## config.mk

```make
export PLATFORM = sky130hd
export DESIGN_NAME = pc_select_predict
export DESIGN_NICKNAME = d
export VERILOG_FILES = /design/src/rtl/pc_select_predict.sv
export SDC_FILE = /design/constraint.sdc
export NUM_CORES = 1
export LEC_CHECK = 0
export ABC_AREA = 0
export CORE_AREA = 10 10 178 180
export CTS_BUF_LIST = sky130_fd_sc_hd__clkbuf_4
export DETAILED_ROUTE_END_ITERATION = 10
export DIE_AREA = 0 0 188 190
export GPL_ROUTABILITY_DRIVEN = 0
export MAX_ROUTING_LAYER = met4
export PLACE_DENSITY_LB_ADDON = 0.3
export SKIP_LAST_GASP = 1
export SLEW_MARGIN = 20
export SYNTH_ARGS = -nofsm -noshare
export SYNTH_HDL_FRONTEND = slang
export SYNTH_SLANG_ARGS = --single-unit
```

## constraint.sdc

```tcl
create_clock -name clk -period 5.5 [get_ports clk]
set_clock_uncertainty 0.2 [all_clocks]
set_input_delay 0.825 -clock clk [delete_from_list [all_inputs] [get_ports clk]]
set_output_delay 0.825 -clock clk [all_outputs]
set_load 0.1 [all_outputs]
```

## src/rtl/pc_select_predict.sv

```systemverilog
// pc_select_predict: fetch PC select with predicted-PC register, selectable branch predictor and mispredict counter
module pc_select_predict #(
  parameter int                ADDR_W    = 64,
  parameter logic [ADDR_W-1:0] RESET_PC  = '0,
  parameter int                PRED_MODE = 2,
  parameter int                BHT_DEPTH = 16
) (
  input  logic              clk,
  input  logic              rst,
  input  logic              f_stall,
  input  logic [3:0]        f_icode,
  input  logic [ADDR_W-1:0] f_valC,
  input  logic [ADDR_W-1:0] f_valP,
  input  logic              m_jxx_valid,
  input  logic              m_cnd,
  input  logic              m_pred_taken,
  input  logic [ADDR_W-1:0] m_pc,
  input  logic [ADDR_W-1:0] m_valC,
  input  logic [ADDR_W-1:0] m_valP,
  input  logic [3:0]        w_icode,
  input  logic [ADDR_W-1:0] w_valM,
  output logic [ADDR_W-1:0] f_pc,
  output logic              f_pred_taken,
  output logic              redirect,
  output logic [15:0]       mispredict_cnt
);
  localparam int IDX = $clog2(BHT_DEPTH);
  localparam logic [3:0] JXX = 4'h7;
  localparam logic [3:0] CALL = 4'h8;
  localparam logic [3:0] RET = 4'h9;
  logic [ADDR_W-1:0] pred_pc_q, pred_pc_d;
  logic [1:0]        bht_q [BHT_DEPTH];
  logic [1:0]        bht_d;
  logic [15:0]       cnt_q, cnt_d;
  logic [IDX-1:0]    m_idx;
  logic              mispredict, dir;
  logic              unused_bits;
  assign m_idx = m_pc[IDX-1:0];
  assign unused_bits = ^m_pc[ADDR_W-1:IDX];
  assign mispredict = m_jxx_valid && (m_cnd != m_pred_taken);
  assign mispredict_cnt = cnt_q;
  always_comb begin
    f_pc = mispredict ? (m_cnd ? m_valC : m_valP) : (w_icode == RET ? w_valM : pred_pc_q);
    redirect = mispredict || (w_icode == RET);
    dir = PRED_MODE == 0 ? 1'b1 : PRED_MODE == 1 ? (f_valC < f_valP) : bht_q[f_pc[IDX-1:0]][1];
    f_pred_taken = (f_icode == JXX) && dir;
    pred_pc_d = f_stall ? pred_pc_q : ((f_icode == CALL) || f_pred_taken) ? f_valC : f_valP;
    cnt_d = (mispredict && cnt_q != 16'hFFFF) ? cnt_q + 16'd1 : cnt_q;
    bht_d = m_cnd ? (bht_q[m_idx] == 2'd3 ? 2'd3 : bht_q[m_idx] + 2'd1)
                  : (bht_q[m_idx] == 2'd0 ? 2'd0 : bht_q[m_idx] - 2'd1);
  end
  always_ff @(posedge clk or posedge rst) begin
    if (rst) begin
      pred_pc_q <= RESET_PC;
      cnt_q <= '0;
      for (int i = 0; i < BHT_DEPTH; i++) bht_q[i] <= 2'b10;
    end else begin
      pred_pc_q <= pred_pc_d;
      cnt_q <= cnt_d;
      if (PRED_MODE == 2 && m_jxx_valid) bht_q[m_idx] <= bht_d;
    end
  end
endmodule
```

==> results.md, run 1 <==
- CP max stage cell: nor4bb_4
- Worst EP required: 4.47 ns
- Cts hold-fix bufs: 0
- Total Routed Length: 39300 um
- Largest net degree at the start of global routing: 129
- Async SR Flop Fraction: 100%
- IO Port Bufs: 419
- Worst Hold Depth: 1
- Area growth syn-to-layout: 49.0%
- Num CTS Buffers: 9
- Clock power share: 12.9%
- Crit path max fanout: 15
- DR pass1 iterations: 5
- Reg2reg path depth: 9
- Via-to-Cell Ratio: 5.38
- Distinct cells, synth: 51
- Placed cell count: 1781
- GRT Residual Overflow: 0
- Post-CTS Setup Inserts: 0
- Placed cell area: 13300 um2
- Share of cells above drive strength 1: 17.0%
- Mapped Cells: 1073
- Full die area: 35700 um2
- Syn nets: 1472
- DR vias: 9682
- Initial antenna violation count: 6
- Sw power: 1.69 mW
- Boundary pin count: 480
- Clock buffer depth: 2
- RSZ-0062 raised after global routing: no
- FMAX: 0.197 GHz
- Status: finished, final reports clean
- Internal power: 1.80 mW
- Post-DRT Antenna Nets: 0
- WL/cell: 21.8 um
- Worst-margin pin slew: 0.991 ns
- Die Y: 190 um
- Drc violations: 0
- Crit-path max cell delay: 0.64 ns
- Clock Sinks: 112
- Core area: 28200 um2
- Period utilization: 92.2%
- Post-Place Setup Slack: 0.461 ns
- Critical Path, Cell by Cell: clkdlybuf4s50_1 > nor4bb_4 > buf_4 > mux2i_1 > mux2i_2 > inv_1 > a2111oi_1 > nor4_2 > nor2_2 > buf_12
- Global-route wire length before repair: 58900 um
- Hold WC Path Type: reg2reg
- Synthesis Warnings: 0
- Global Route Usage Sum: 21.4%
- Leakage power figure: 4.96 nW
- Final design utilization: 47.7%
- H-tree depth: 3
- Combinational fraction of design power: 55.2%
- Avg Cell Area, Syn: 8.43 um2
- Sequential share of power: 31.9%
- CTS tree: yes
- DP HPWL: 29100 um
- Worst hold slack: 0.308 ns
- Number of max-cap violations: 0
- Iter 0 DRT Violations: 570
- Initial Utilization: 32.0%
- Final Non-Filler Cells: 1801
- Cell Pwr Density: 259 nW/um2
- Fillers: 2799
- Die width: 188 um
- Critical path buffers and inverters: 4
- Final setup violation count: 0
- Crit path max-delay family: buffers and inverters
- Critical path class: in2out
- Finished Cell Area: 13500 um2
- Critical Path Stages: 10
- Post-route setup TNS: 0 ns
- Row cnt: 62
- Worst-Skew Late Latency: 0.48 ns
- CP Data Arrival Time: 4.05 ns
- Sw Share: 48.5%
- Max-slew violation count: 0
- CP Capture Type: primary output
- Worst VDD drop: 137 uV
- Vias in the first global route: 9644
- Worst setup margin: 0.428 ns
- Post-CTS Resized: 0
- Sequential area share after synthesis: 31.2%
- Fin crit period: 5.07 ns
- Tot Pwr: 3.49 mW
- Post-synth EDFFs: 0
- Max-slew headroom: 33.7%
- Worst setup SP type: input pin
- Worst-path clk slew: 0.18 ns
- Root Driver: clkbuf_4
- Nets@finish: 1807
- Primary FF master, synth: dfrtp_1
- Flop and latch count out of synthesis: 112
- Final Hold Fails: 0
- Synthesized area: 9050 um2
-- sequential cells by signal (all words and copies together), names as in the netlist --
signal	count
pred_pc_q	64
mispredict_cnt	16
bht_q	32
-- cell families after synthesis --
logic type | synth area share, %
and+or+nand+nor | 33.7
AOI/OAI and AO/OA | 19.8
buffers and inverters | 5.67
DFF | 31.2
muxes | 7.72
xor gates and xnor gates | 1.63
adders and majority gates | 0.360
-- cell type report --
type | count | area, um2 | area share (%)
Clock inverter | 7 | 76.3 | 0.566
Inverter | 6 | 27.5 | 0.204
Antenna cell | 4 | 10.0 | 0.0743
Multi-Input combinational cell | 844 | 5780 | 42.9
Sequential cell | 112 | 2820 | 20.9
Tap cell | 384 | 480 | 3.56
Timing Repair Buffer | 435 | 4210 | 31.2
Clock buffer | 9 | 67.6 | 0.501
-- worst paths after layout --
path                       slack (ns)                             end                           start
max in group asynchronous        3.63       pred_pc_q[20]$_DFFE_PP0N_                             rst
min in group asynchronous        0.46        pred_pc_q[3]$_DFFE_PP0N_                             rst
max                              0.43                    f_pred_taken                      w_icode[3]
min                              0.31  mispredict_cnt[15]$_DFFE_PP0P_  mispredict_cnt[15]$_DFFE_PP0P_
min reg2reg                      0.31  mispredict_cnt[15]$_DFFE_PP0P_  mispredict_cnt[15]$_DFFE_PP0P_
max reg2reg                      2.37       pred_pc_q[43]$_DFFE_PP0N_        pred_pc_q[2]$_DFFE_PP0N_
-- cells in the final DEF, fill, tap and decap left out, drive strengths merged, types with 2 or more instances in the layout --
cell / instances
nand3: 134
nand3b: 2
or4: 3
nor2b: 125
xor2: 2
or3: 3
o21ai: 67
inv: 9
a211oi: 66
clkbuf: 9
clkdlybuf4s50: 351
and3: 2
dfstp: 16
a2111oi: 3
diode: 4
mux2: 36
nand2b: 6
mux2i: 6
maj3: 2
nand2: 137
a31oi: 61
nor2: 15
buf: 84
nor3: 2
nand4: 5
a22oi: 64
dfrtp: 96
o211a: 4
nor4: 3
clkinv: 3
nor3b: 64
mux4: 10
xnor2: 14
-- power by group through the flow --
| stage | Combinational, mW | Clock, mW | Sequential, mW |
|---|---|---|---|
| after detailed placement | 1.94 | 0 | 1.13 |
| after floorplan | 1.24 | 0 | 1.21 |
| after global routing | 2.03 | 0.507 | 1.14 |
| after global placement | 1.92 | 0 | 1.12 |
| after CTS | 1.94 | 0.470 | 1.11 |
| final | 1.93 | 0.451 | 1.11 |
-- synth_stat cells (14+ instances only) --
library cell	n	area, um2
a211oi_1	66	495
a22oi_1	64	480
a31oi_1	61	382
clkbuf_1	87	327
dfrtp_1	96	2400
dfstp_2	16	420
mux2_2	34	383
nand2_1	137	514
nand3_1	74	370
nand3_2	60	601
nor2_1	14	52.6
nor2b_1	125	782
nor3b_1	64	480
o21ai_0	56	280
-- routing by layer --
layer	routed length [um]	GRT usage (%)	up-vias
met5	0	-	-
met4	607	5.02	0
met3	2740	5.02	31
met2	19600	34.9	378
met1	16400	26.5	4682
li1	-	-	4591
Note: power is estimated with default switching activity, not from simulation.
==> run 2, diff against run 1 <==
--- a/config.mk
+++ b/config.mk
@@ -5,7 +5,6 @@
 export SDC_FILE = /design/constraint.sdc
 export NUM_CORES = 1
 export LEC_CHECK = 0
-export ABC_AREA = 0
 export CORE_AREA = 10 10 178 180
 export CTS_BUF_LIST = sky130_fd_sc_hd__clkbuf_4
 export DETAILED_ROUTE_END_ITERATION = 10
@@ -14,7 +13,6 @@
 export MAX_ROUTING_LAYER = met4
 export PLACE_DENSITY_LB_ADDON = 0.3
 export SKIP_LAST_GASP = 1
-export SLEW_MARGIN = 20
 export SYNTH_ARGS = -nofsm -noshare
 export SYNTH_HDL_FRONTEND = slang
 export SYNTH_SLANG_ARGS = --single-unit
==> results of run 2 <==
No change in the layout: final DEF, timing and power equal those of run 1.
